`src/rtl/branch_predictor.sv`:
```
// Dynamic branch predictor: direct-mapped BTB with 2-bit saturating counters.
// Lookup is combinational from IF_PC; training happens on the rising edge
// from resolved EX branches. Also flags direction mispredictions and keeps
// saturating prediction statistics.

// One BTB entry: valid/tag/target/counter plus its own update rule.
module bp_entry #(
  parameter int TAG_W = 6,
  parameter int PC_W  = 12
) (
  input  logic             CLK,
  input  logic             RSTn,
  input  logic             upd_i,     // EX update targets this entry's index
  input  logic             taken_i,
  input  logic [TAG_W-1:0] tag_i,
  input  logic [PC_W-1:0]  target_i,
  output logic             valid_o,
  output logic [TAG_W-1:0] tag_o,
  output logic [PC_W-1:0]  target_o,
  output logic             pred_o     // counter MSB: predict taken
);
  logic             valid_q, valid_d;
  logic [TAG_W-1:0] tag_q, tag_d;
  logic [PC_W-1:0]  target_q, target_d;
  logic [1:0]       ctr_q, ctr_d;
  logic             hit;

  assign hit = valid_q && (tag_q == tag_i);

  // Train: hit moves the counter; a taken miss (re)allocates; a not-taken miss is ignored.
  always_comb begin
    valid_d  = valid_q;
    tag_d    = tag_q;
    target_d = target_q;
    ctr_d    = ctr_q;
    if (upd_i) begin
      if (hit) begin
        if (taken_i) begin
          ctr_d    = (ctr_q == 2'b11) ? 2'b11 : ctr_q + 2'b01;
          target_d = target_i;
        end else begin
          ctr_d    = (ctr_q == 2'b00) ? 2'b00 : ctr_q - 2'b01;
        end
      end else if (taken_i) begin
        valid_d  = 1'b1;
        tag_d    = tag_i;
        target_d = target_i;
        ctr_d    = 2'b10;
      end
    end
  end

  // Entry state; reset leaves the counter weakly not-taken.
  always_ff @(posedge CLK or negedge RSTn) begin
    if (!RSTn) begin
      valid_q  <= 1'b0;
      tag_q    <= '0;
      target_q <= '0;
      ctr_q    <= 2'b01;
    end else begin
      valid_q  <= valid_d;
      tag_q    <= tag_d;
      target_q <= target_d;
      ctr_q    <= ctr_d;
    end
  end

  assign valid_o  = valid_q;
  assign tag_o    = tag_q;
  assign target_o = target_q;
  assign pred_o   = ctr_q[1];
endmodule

module branch_predictor #(
  parameter int ENTRIES = 16,
  parameter int PC_W    = 12
) (
  input  logic            CLK,
  input  logic            RSTn,
  input  logic            IF_VALID,
  input  logic [PC_W-1:0] IF_PC,
  output logic            PRED_TAKEN,
  output logic [PC_W-1:0] PRED_TARGET,
  input  logic            EX_UPD_VALID,
  input  logic [PC_W-1:0] EX_PC,
  input  logic            EX_TAKEN,
  input  logic [PC_W-1:0] EX_TARGET,
  input  logic            EX_PRED_TAKEN,
  output logic            MISPRED,
  output logic [31:0]     PRED_CNT,
  output logic [31:0]     MISPRED_CNT
);
  localparam int IDX_W = $clog2(ENTRIES);
  localparam int TAG_W = PC_W - 2 - IDX_W;

  logic [ENTRIES-1:0]                 ent_valid;
  logic [ENTRIES-1:0][TAG_W-1:0]      ent_tag;
  logic [ENTRIES-1:0][PC_W-1:0]       ent_target;
  logic [ENTRIES-1:0]                 ent_pred;

  logic [IDX_W-1:0] if_idx, ex_idx;
  logic [TAG_W-1:0] if_tag, ex_tag;
  logic             if_hit;
  logic             ex_pc_unused;

  assign if_idx = IF_PC[2+IDX_W-1:2];
  assign if_tag = IF_PC[PC_W-1:2+IDX_W];
  assign ex_idx = EX_PC[2+IDX_W-1:2];
  assign ex_tag = EX_PC[PC_W-1:2+IDX_W];
  // Instruction-alignment bits carry no information for indexing or tagging.
  assign ex_pc_unused = ^EX_PC[1:0];

  genvar e;
  generate
    for (e = 0; e < ENTRIES; e++) begin : g_ent
      bp_entry #(.TAG_W(TAG_W), .PC_W(PC_W)) u_ent (
        .CLK      (CLK),
        .RSTn     (RSTn),
        .upd_i    (EX_UPD_VALID && (ex_idx == IDX_W'(e))),
        .taken_i  (EX_TAKEN),
        .tag_i    (ex_tag),
        .target_i (EX_TARGET),
        .valid_o  (ent_valid[e]),
        .tag_o    (ent_tag[e]),
        .target_o (ent_target[e]),
        .pred_o   (ent_pred[e])
      );
    end
  endgenerate

  // Lookup reads registered state only, so a same-cycle update is not bypassed.
  assign if_hit      = ent_valid[if_idx] && (ent_tag[if_idx] == if_tag);
  assign PRED_TAKEN  = IF_VALID && if_hit && ent_pred[if_idx];
  assign PRED_TARGET = PRED_TAKEN ? ent_target[if_idx] : IF_PC + PC_W'(4);

  assign MISPRED = EX_UPD_VALID && (EX_PRED_TAKEN ^ EX_TAKEN);

  logic [31:0] pred_cnt_q, pred_cnt_d;
  logic [31:0] mispred_cnt_q, mispred_cnt_d;

  // Statistics counters saturate instead of wrapping.
  always_comb begin
    pred_cnt_d    = pred_cnt_q;
    mispred_cnt_d = mispred_cnt_q;
    if (EX_UPD_VALID) begin
      if (pred_cnt_q != 32'hFFFF_FFFF) pred_cnt_d = pred_cnt_q + 32'd1;
      if (MISPRED && (mispred_cnt_q != 32'hFFFF_FFFF)) mispred_cnt_d = mispred_cnt_q + 32'd1;
    end
  end

  // Statistics registers.
  always_ff @(posedge CLK or negedge RSTn) begin
    if (!RSTn) begin
      pred_cnt_q    <= '0;
      mispred_cnt_q <= '0;
    end else begin
      pred_cnt_q    <= pred_cnt_d;
      mispred_cnt_q <= mispred_cnt_d;
    end
  end

  assign PRED_CNT    = pred_cnt_q;
  assign MISPRED_CNT = mispred_cnt_q;
endmodule

```
`config.mk`:
```
export PLATFORM = sky130hd
export DESIGN_NAME = branch_predictor
export DESIGN_NICKNAME = d
export VERILOG_FILES = /design/src/rtl/branch_predictor.sv
export SDC_FILE = /design/constraint.sdc
export NUM_CORES = 1
export LEC_CHECK = 0
export ABC_AREA = 1
export ABC_CLOCK_PERIOD_IN_PS = 2000
export CAP_MARGIN = 25
export CELL_PAD_IN_SITES_DETAIL_PLACEMENT = 1
export CELL_PAD_IN_SITES_GLOBAL_PLACEMENT = 1
export CORE_MARGIN = 2
export CORE_UTILIZATION = 41
export CTS_CLUSTER_DIAMETER = 30
export CTS_CLUSTER_SIZE = 8
export DETAILED_ROUTE_END_ITERATION = 16
export HOLD_SLACK_MARGIN = 0.06
export PLACE_DENSITY_LB_ADDON = 0.1
export SYNTH_ARGS = -nofsm -noshare
export SYNTH_HDL_FRONTEND = slang
export SYNTH_SLANG_ARGS = --single-unit
```
`constraint.sdc`:
```
create_clock -name CLK -period 2 [get_ports CLK]
set_clock_uncertainty 0.15 [all_clocks]
set_input_delay 0.3 -clock CLK [delete_from_list [all_inputs] [get_ports CLK]]
set_output_delay 0.3 -clock CLK [all_outputs]
set_load 0.02 [all_outputs]
```
After elaboration in Yosys (flattened, before gate mapping)
Index checks and enable logic that the tools add are counted.

Bitwise logic cells: 17. Add/subtract/negate cells: 35. Muxes and demuxes: 74. Order comparisons: 1. Reductions and logical operators: 120. Eq/ne operators: 50.

Operator list (count): 2-to-1 mux 2 bit (65); == test 6 bit (17); AND reduction 2 bit (34); adder 32 x 1 -> 32 bit (second input constant) (2); inequality test 32 bit (second input constant) (2); binary-select mux 12 bit (select 4 bit) (1); AND reduction 3 bit (16); logical AND 1 bit (37); adder 2 x 1 -> 2 bit (second input constant) (16); == test 2 bit (second input constant) (16); == test 4 bit (second input constant) (8); logical NOT 2 bit (16); nonzero test 2 bit (16); subtractor 2 x 1 -> 2 bit (second input constant) (16); binary-select mux 6 bit (select 4 bit) (1); 2-to-1 mux 12 bit (2); == test 4 x 3 -> 1 bit (second input constant) (4); NOT 1 bit (16); adder 12 x 3 -> 12 bit (second input constant) (1); binary-select mux 1 bit (select 4 bit) (2); == test 4 x 2 -> 1 bit (second input constant) (2); 2-to-1 mux 6 bit (1); < comparator 4 x 5 -> 1 bit (second input constant) (1); == test 4 x 1 -> 1 bit (second input constant) (1); 3 further kinds (4).

Word-level logic and storage cells: 363. Register bits after elaboration: 400. Output and inout port bits: 78. Bits of input ports: 42.

Depth between registers and ports, before layout
Gate-level depths: netlist of the first run.

Word-level depth: 7. Mapped depth: 18.

Cells and area by module
Synthesis of the first run repeated with hierarchy kept, for this count alone.

Cell total of the unflattened synthesis: 3390. Area total of the unflattened synthesis: 23946.7 um^2.

By module, submodules not included: bp_entry (area each 1057.3 um^2, cells an instance 136, instances 16); branch_predictor (area each 7030.5 um^2, cells an instance 1214, instances 1).

Worst setup path before layout of the first run
No wires, ideal clock.

Kind: input port to output port. Start point: input port IF_PC[3]. End point: output port PRED_TARGET[2]. Slack: -0.267 ns. Stages: 13. Required time: 1.550 ns. Arrival time: 1.817 ns. Cell sequence: buf_4 inv_4 buf_2 o211ai_1 nand3_1 nand3_1 nand2_1 nand2_1 nand2_1 nor2_1 nand2_1 nor2_8 o21ai_0.

Cells in the longest elaborated chain, start to end: 7. Elaborated cells between the ends (all ways): 13. Those cells by class: eq/ne (1); mux (9); reduce/logical (3).

Ends and longest elaborated chain: start: declaration (RTL line 81) `input logic [PC_W-1:0] IF_PC,`; binary-select mux 6 bit (select 4 bit) (RTL line 132) `assign if_hit = ent_valid[if_idx] && (ent_tag[if_idx] == if_tag);`; 2-to-1 mux 6 bit (not written as such) (RTL line 132); == test 6 bit (RTL line 132); logical AND 1 bit (RTL line 132); logical AND 1 bit (2 in a row) (RTL line 133) `assign PRED_TAKEN = IF_VALID && if_hit && ent_pred[if_idx];`; 2-to-1 mux 12 bit (*) (RTL line 134) `assign PRED_TARGET = PRED_TAKEN ? ent_target[if_idx] : IF_PC + PC_W'(4);`; end: declaration (RTL line 83) `output logic [PC_W-1:0] PRED_TARGET,`.

Every way passes the cells marked *; elsewhere a longest branch is shown, timed or not. The select of a mux whose other input is x is not followed.

Worst setup path in the final report of the first run
Start point: register g_ent[12].u_ent.tag_q[3]. End point: output port PRED_TARGET[7].

Cells in the longest elaborated chain, start to end: 7.

Ends and longest elaborated chain: start: declaration (RTL line 23) `logic [TAG_W-1:0] tag_q, tag_d;`; start signal: assignment (RTL line 62) `tag_q <= tag_d;`; binary-select mux 6 bit (select 4 bit) (RTL line 132); 2-to-1 mux 6 bit (not written as such) (RTL line 132); == test 6 bit (RTL line 132); logical AND 1 bit (RTL line 132); logical AND 1 bit (2 in a row) (RTL line 133); 2-to-1 mux 12 bit (RTL line 134).

No other way between the ends. The select of a mux whose other input is x is not followed.

==> flow_metrics.tcl, run 1 <==
set metrics [dict create \
    fin_nets 3241 \
    cp_max_fo 6 \
    peakVddDrop_uv 957 \
    worst_path_most_repeated_cell "nand2_1" \
    crit_path_end_kind "output port" \
    clk_path_buf_depth 3 \
    p_per_area_mw_per_mm2 1130 \
    hold_slack_ps 152 \
    status "finished, violations left" \
    fmax_mhz 324 \
    grtUsageTotal 0.344 \
    setup_viol 89 \
    drt-pass1-iter-count 5 \
    fin_crit_ps 3090 \
    worstMarginPinSlew_ps 856 \
    pre_cts_ws_ps -1420 \
    totalWireLength_mm 96.3 \
    seq_area_frac_synth 0.493 \
    crit_family "simple AND/OR/NAND/NOR gates" \
    ys_types 45 \
    cp_num_buf_inv 4 \
    hold_path_class "in -> reg" \
    postLayoutCellArea_mm2 0.0313 \
    fillers 5571 \
    antenna_left 0 \
    rsz0062_at_grt "true" \
    coreArea_mm2 0.0490 \
    violations "setup timing" \
    antenna_found_initial 2 \
    syn_area_mm2 0.0204 \
    grt_pass1_vias 24200 \
    rows 81 \
    drt-wirelength-per-cell_um 24.4 \
    final_cell_mix "nand2_1, o21ai_0, buf_4" \
    place_area_mm2 0.0258 \
    synth_area_leader_cell "dfrtp_1" \
    grt_pass1_wl_mm 136 \
    start_util 0.416 \
    crit_required_ps 1550 \
    slowest_stage "dfrtp_1" \
    crit_arrival_ps 2640 \
    crit_type "reg -> out" \
    htreeDepth 3 \
    synth_fp_nets 2652 \
    p_leak_nw 15.4 \
    ys_ff_latch 400 \
    drive_gt1_frac 0.306 \
    die_h_um 227 \
    worst_slack_ps -1090 \
    cts_tree "yes" \
    cts.clk_slew.worst_paths_ps 50 \
    globalplace.congestion 0.913 \
    drc 0 \
    via_per_inst 5.67 \
    io_pins 120 \
    cts_root_buf "clkbuf_16" \
    worstSetupStartpointType "register" \
    max_stage_delay_ps 410 \
    cts_buffers 108 \
    maxSlewHeadroom 0.429 \
    syn_to_final_growth_pct 53.7 \
    tns_ps -24120 \
    slew_viol_final 0 \
    cp_cell_sequence "inv_1 > nand2_1 > nand3_1 > nand2_2 > nand2_1 > nand2_1 > inv_2 > nand2_1 > nand2_1 > nand2_2 > nor2_4 > nand2_4 > nor2_8 > buf_4 > nand2_4 > nand2_4 > buf_4" \
    mostFrequentLayoutCell "nand2_1" \
    hpwl_mm 53.2 \
    ys_warn_count 0 \
    synth_flop_cell "dfrtp_1" \
    hold_viol 0 \
    netlist_instances 2607 \
    num_vias 22400 \
    port_buffers 117 \
    netlist.area_leader.share 0.472 \
    cts_sinks 400 \
    grt_max_degree 77 \
    die_w_um 227 \
    first_iter_violations 1805 \
    max-cap-violations 0 \
    dieArea_mm2 0.0515 \
    synth-edff-count 0 \
    insertion_delay_ps 660 \
    synth-async-reset-ratio 1.00 \
    min_period_over_period 1.54 \
    globalRouteOverflowTotal 0 \
    synth.avg_cell_area_um2 7.81 \
    synthTopCellsByArea "dfrtp_1, nand2_1, o21ai_0" \
]
-- routing by layer --
metal,wire (µm),up-vias,GRT usage
met4,4540,0,0.154
met3,5320,304,0.0680
met2,48600,822,0.599
li1,-,9833,-
met1,37900,11500,0.409
met5,0,-,0
-- stage by stage --
step	power, mW	instances	utilization
6_report	35.3	3954	0.639
4_1_cts	34.5	3928	0.616
3_3_place_gp	15.6	3696	0.527
5_1_grt	36.5	3953	0.639
3_5_place_dp	15.9	3696	0.527
2_1_floorplan	12.9	2607	-
-- Yosys cell counts, types with 3 or more instances --
master	count
buf_6	4
nand2_1	683
o211ai_1	10
o21ai_0	438
o221ai_1	19
xor2_1	65
a21oi_1	19
dfrtp_1	384
or2_2	5
o21ai_1	6
nor3_1	35
inv_2	5
a211oi_1	7
buf_4	16
inv_1	190
dfstp_2	16
clkbuf_1	90
nor3_2	3
o22ai_1	61
xnor2_1	28
nand4_1	26
ha_1	3
nand3_1	162
o2111ai_1	7
nor4_1	16
buf_2	45
nor2_1	239
-- worst paths after layout --
check | start | endpoint | slack, ps | cells after the start
min in group asynchronous | RSTn | g_ent[6].u_ent.ctr_q[0]$_DFFE_PN1P_ | 280 | 2
min reg2reg | g_ent[5].u_ent.target_o[7]$_DFFE_PN0P_ | g_ent[5].u_ent.target_o[7]$_DFFE_PN0P_ | 330 | 2
min | EX_TAKEN | g_ent[8].u_ent.ctr_q[1]$_DFFE_PN0P_ | 150 | 4
max in group asynchronous | RSTn | g_ent[9].u_ent.ctr_q[0]$_DFFE_PN1P_ | 990 | 3
max | g_ent[12].u_ent.tag_o[3]$_DFFE_PN0P_ | PRED_TARGET[7] | -1090 | 17
max reg2reg | MISPRED_CNT[0]$_DFFE_PN0P_ | MISPRED_CNT[31]$_DFFE_PN0P_ | -310 | 15
-- power by group --
part | switching, mW | total (mW) | internal [mW] | leakage [nW]
registers | 0.953 | 10.4 | 9.47 | 5.04
clock network | 5.58 | 18.2 | 12.6 | 1.86
logic | 3.76 | 6.65 | 2.88 | 8.47
total | 10.3 | 35.3 | 25.0 | 15.4
-- repair_timing --
item	in CTS	in global routing
setup endpoints to repair	131	236
gates cloned	1	0
endpoints found under the hold margin	394	0
resized for setup	257	268
buffers inserted	28	27
hold buffers	2	0
pin swaps	48	90
-- area by class of cell --
class,instances,area [µm²],area share
Timing Repair Buffer,636,5740,0.183
Multi-Input combinational cell,1852,10100,0.323
Antenna cell,2,5.00,0.000160
Tap cell,664,831,0.0266
Clock buffer,140,2960,0.0947
Clock inverter,62,832,0.0266
Sequential cell,400,10000,0.321
Inverter,198,763,0.0244
-- cell families after synthesis --
family	count (synthesis)	synth area share
AOI/OAI and AO/OA	579	0.155
xor gates and xnor gates	93	0.0400
adders and majority gates	3	0.00184
buffers and inverters	356	0.0731
DFF	400	0.493
and+or+nand+nor	1176	0.238
-- state kept, by name (all words and copies together), names as in the netlist --
signal,cells
MISPRED_CNT,32
PRED_CNT,32
g_ent.u_ent.ctr_q,32
g_ent.u_ent.tag_o,96
g_ent.u_ent.target_o,192
g_ent.u_ent.valid_o,16
-- tightest hold or removal path, cell delays in order --
cell     delay (ps)
buf_2           140
buf_12          200
nand3_1         120
nand4_1         100
Power figures use the tool's default switching activity.
==> run 2, diff against run 1 <==
Settings changed: PLACE_DENSITY from default to 0.85, PLACE_DENSITY_LB_ADDON 0.1 to default, TNS_END_PERCENT from default to 50.
==> flow_metrics.tcl, run 2 <==
set metrics [dict create \
    synth-xor-area-share 0.0400 \
    place_area_mm2 0.0253 \
    status "did not finish" \
    clk_path_buf_depth 3 \
    synth_top_family_by_area "simple AND/OR/NAND/NOR gates" \
    postGrtWorstEndpoint "PRED_TARGET[5]" \
    synthSimpleGateAreaFrac 0.238 \
    synth.most_common_cell "nand2_1" \
    synth_flop_cell "dfrtp_1" \
    cts_root_buf "clkbuf_16" \
    cts_buffers 104 \
    io_pins 120 \
    synth.mux.area_fraction 0 \
    globalRouteOverflowTotal 19 \
    synth-edff-count 0 \
    die_w_um 227 \
    cts_sinks 400 \
    netlist_instances 2607 \
    synth.avg_cell_area_um2 7.81 \
    start_util 0.416 \
    synth_compound_area_frac 0.155 \
    rows 81 \
    synth_area_leader_cell "dfrtp_1" \
    grtUsageTotal 0.640 \
    ys_warn_count 0 \
    error "[ERROR GRT-0232] Routing congestion too high. Check the congestion heatmap in the GUI." \
    failed_stage "global routing (5_1_grt)" \
    ys_ff_latch 400 \
    htreeDepth 3 \
    syn_area_mm2 0.0204 \
    synth_adder_area_share 0.00184 \
    die_h_um 227 \
    synth-async-reset-ratio 1.00 \
    synthTopCellsByArea "dfrtp_1, nand2_1, o21ai_0" \
    hpwl_mm 54.5 \
    ys_types 45 \
    synth_fp_nets 2652 \
    netlist.area_leader.share 0.472 \
    globalplace.congestion 0.933 \
    grt_max_degree 98 \
    worst-ep-kind "output port" \
    seq_area_frac_synth 0.493 \
    yosys-top-cells-count "nand2_1, o21ai_0, dfrtp_1, nor2_1, inv_1" \
    port_buffers 117 \
]
run 2: cell families after synthesis:
family | Yosys count
AOI/OAI and AO/OA | 579
xor gates and xnor gates | 93
buffers and inverters | 356
DFF | 400
and+or+nand+nor | 1176
adders and majority gates | 3
run 2: per-stage QoR:
step                      setup slack (ps)  instances  setup TNS [ps]  hold WS, ps
after CTS                            -1110       3877          -15320         94.5
after detailed placement             -1410       3646         -139630         33.2
after global placement               -1310       3646         -122080         35.8
after floorplan                       -173       2607           -2290         -146
run 2: routing by layer:
metal  track usage  GRT overflow
met4         0.654             8
met2         0.831            11
met1         0.628             0
met3         0.464             0
met5         0.160             0
run 2: what timing repair did:
action	CTS
endpoints found under the hold margin	396
pin swaps	47
setup endpoints to repair	166
resized for setup	353
buffers inserted	33
hold buffers	2
==> run 3, diff against run 2 <==
Settings changed: ABC_CLOCK_PERIOD_IN_PS 2000 to 2600, CELL_PAD_IN_SITES_DETAIL_PLACEMENT 1 to default, CELL_PAD_IN_SITES_GLOBAL_PLACEMENT 1 to default, CORE_UTILIZATION 41 to 40, CTS_CLUSTER_DIAMETER 30 to default, CTS_CLUSTER_SIZE 8 to default, HOLD_SLACK_MARGIN 0.06 to default, PLACE_DENSITY 0.85 to default, PLACE_DENSITY_LB_ADDON from default to 0.15.
Clock period 2 ns to 2.6 ns, I/O delays scaled along.
==> flow_metrics.tcl, run 3 (synthesis gave the netlist of run 1 again) <==
set metrics [dict create \
    peakVddDrop_uv 624 \
    grtUsageTotal 0.252 \
    crit_path_start "g_ent[7].u_ent.tag_o[0]$_DFFE_PN0P_" \
    crit_required_ps 2060 \
    slowest_stage "dfrtp_1" \
    crit_arrival_ps 2510 \
    worstMarginPinSlew_ps 661 \
    total_power_mw 19.2 \
    worstSetupStartpointType "register" \
    largest_reg_flops 192 \
    drt-wirelength-per-cell_um 18.2 \
    postLayoutCellArea_mm2 0.0265 \
    hpwl_mm 44.4 \
    syn_to_final_growth_pct 30.3 \
    hold_path_class "in -> async" \
    rows 82 \
    pre_cts_ws_ps -1040 \
    max_stage_delay_ps 400 \
    htreeDepth 2 \
    grt_pass1_vias 18700 \
    num_vias 19200 \
    status "finished, violations left" \
    crit_type "reg -> out" \
    grt_pass1_wl_mm 106 \
    clk_path_buf_depth 3 \
    via_per_inst 5.28 \
    drc 0 \
    cts_sinks 400 \
    io_pins 120 \
    cts_tree "yes" \
    cp_max_fo 6 \
    antenna_left 0 \
    totalWireLength_mm 66.3 \
    die_w_um 230 \
    rsz0062_at_grt "true" \
    final_cell_mix "nand2_1, o21ai_0, dfrtp_1" \
    antennaDiodeCount 0 \
    dieArea_mm2 0.0527 \
    dp_cells 3541 \
    cp_cell_sequence "inv_1 > nand2_1 > nand3_1 > nand3_1 > nand3_2 > buf_4 > nand3_1 > nand2_2 > nand3_4 > nor2_8 > buf_12 > nand2_1 > o21ai_1 > buf_4" \
    globalplace.congestion 0.904 \
    crit_path_end_kind "output port" \
    min_period_over_period 1.17 \
    insertion_delay_ps 620 \
    antenna_found_initial 1 \
    die_h_um 230 \
    worst_path_most_repeated_cell "nand3_1" \
    cts_buffers 48 \
    first_iter_violations 1488 \
    p_per_area_mw_per_mm2 726 \
    maxSlewHeadroom 0.559 \
    crit_family "simple AND/OR/NAND/NOR gates" \
    setup_viol 13 \
    max-cap-violations 0 \
    worst_slack_ps -450 \
    port_buffers 117 \
    mostFrequentLayoutCell "nand2_1" \
    coreArea_mm2 0.0502 \
    hold_viol 0 \
    start_util 0.406 \
    place_area_mm2 0.0243 \
    final_cells 3642 \
    violations "setup timing" \
    cts_root_buf "clkbuf_16" \
    slew_viol_final 0 \
    fmax_mhz 328 \
    drt-pass1-iter-count 6 \
    rr_startpoint "PRED_CNT[0]$_DFFE_PN0P_" \
    p_leak_nw 12.6 \
    globalRouteOverflowTotal 0 \
    cts.clk_slew.worst_paths_ps 60 \
    fin_nets 2978 \
    cp_num_buf_inv 4 \
    fin_crit_ps 3050 \
    drive_gt1_frac 0.180 \
    grt_max_degree 70 \
]
## run 3: report_power, final
| group | internal [mW] | switching (mW) |
|---|---|---|
| Sequential | 7.25 | 0.613 |
| Combinational | 1.78 | 2.13 |
| Clock | 4.62 | 2.85 |
## run 3: area by class of cell
class	instances	area, µm²
fillers	4669	23600
flip-flops and latches	400	10000
multi-input cells	1851	9100
repair buffers	434	4010
clock buffers	65	1380
well taps	672	841
inverters	198	758
clock inverters	22	399
## run 3: path summary, 6_finish.rpt
check	end	slack (ps)	cells past startpoint
hold / removal	g_ent[8].u_ent.tag_o[1]$_DFFE_PN0P_	170	2
min in group CLK	g_ent[10].u_ent.ctr_q[1]$_DFFE_PN0P_	250	4
hold reg to reg	g_ent[14].u_ent.target_o[2]$_DFFE_PN0P_	330	2
setup reg to reg	PRED_CNT[29]$_DFFE_PN0P_	230	10
setup / recovery	PRED_TARGET[4]	-450	14
max in group asynchronous	MISPRED_CNT[8]$_DFFE_PN0P_	1270	3
## run 3: worst reg2reg max path, delay by kind of cell, from the launching register on
kind / cells / cell delay, ps
and+or+nand+nor: 7 / 1190
DFF: 1 / 420
adders and majority gates: 1 / 230
xor gates and xnor gates: 1 / 180
buffers and inverters: 1 / 70
## run 3: layer usage
metal  global-route usage  wire, µm  part of all wire
met2                0.418     31600              0.48
met5                    0        13           0.00020
met3               0.0332      3320             0.050
met1                0.346     29800              0.45
met4               0.0708      1600             0.024
## run 3: stage by stage
step | TNS (ps) | util | hold WS, ps
after floorplan | 0 | - | -55.6
after global placement | -12080 | 0.485 | 237
after detailed placement | -13020 | 0.485 | 240
after CTS | -5550 | 0.522 | 190
after global routing | -7020 | 0.529 | 215
final | -5490 | 0.529 | 173
## run 3: repair_timing
item / in CTS / in global routing
pin swaps: 8 / 19
gates cloned: 0 / 1
hold buffers: 1 / 0
buffers inserted: 1 / 11
hold endpoints to repair: 49 / 0
gates resized for setup: 103 / 76
endpoints found under the setup margin: 13 / 14
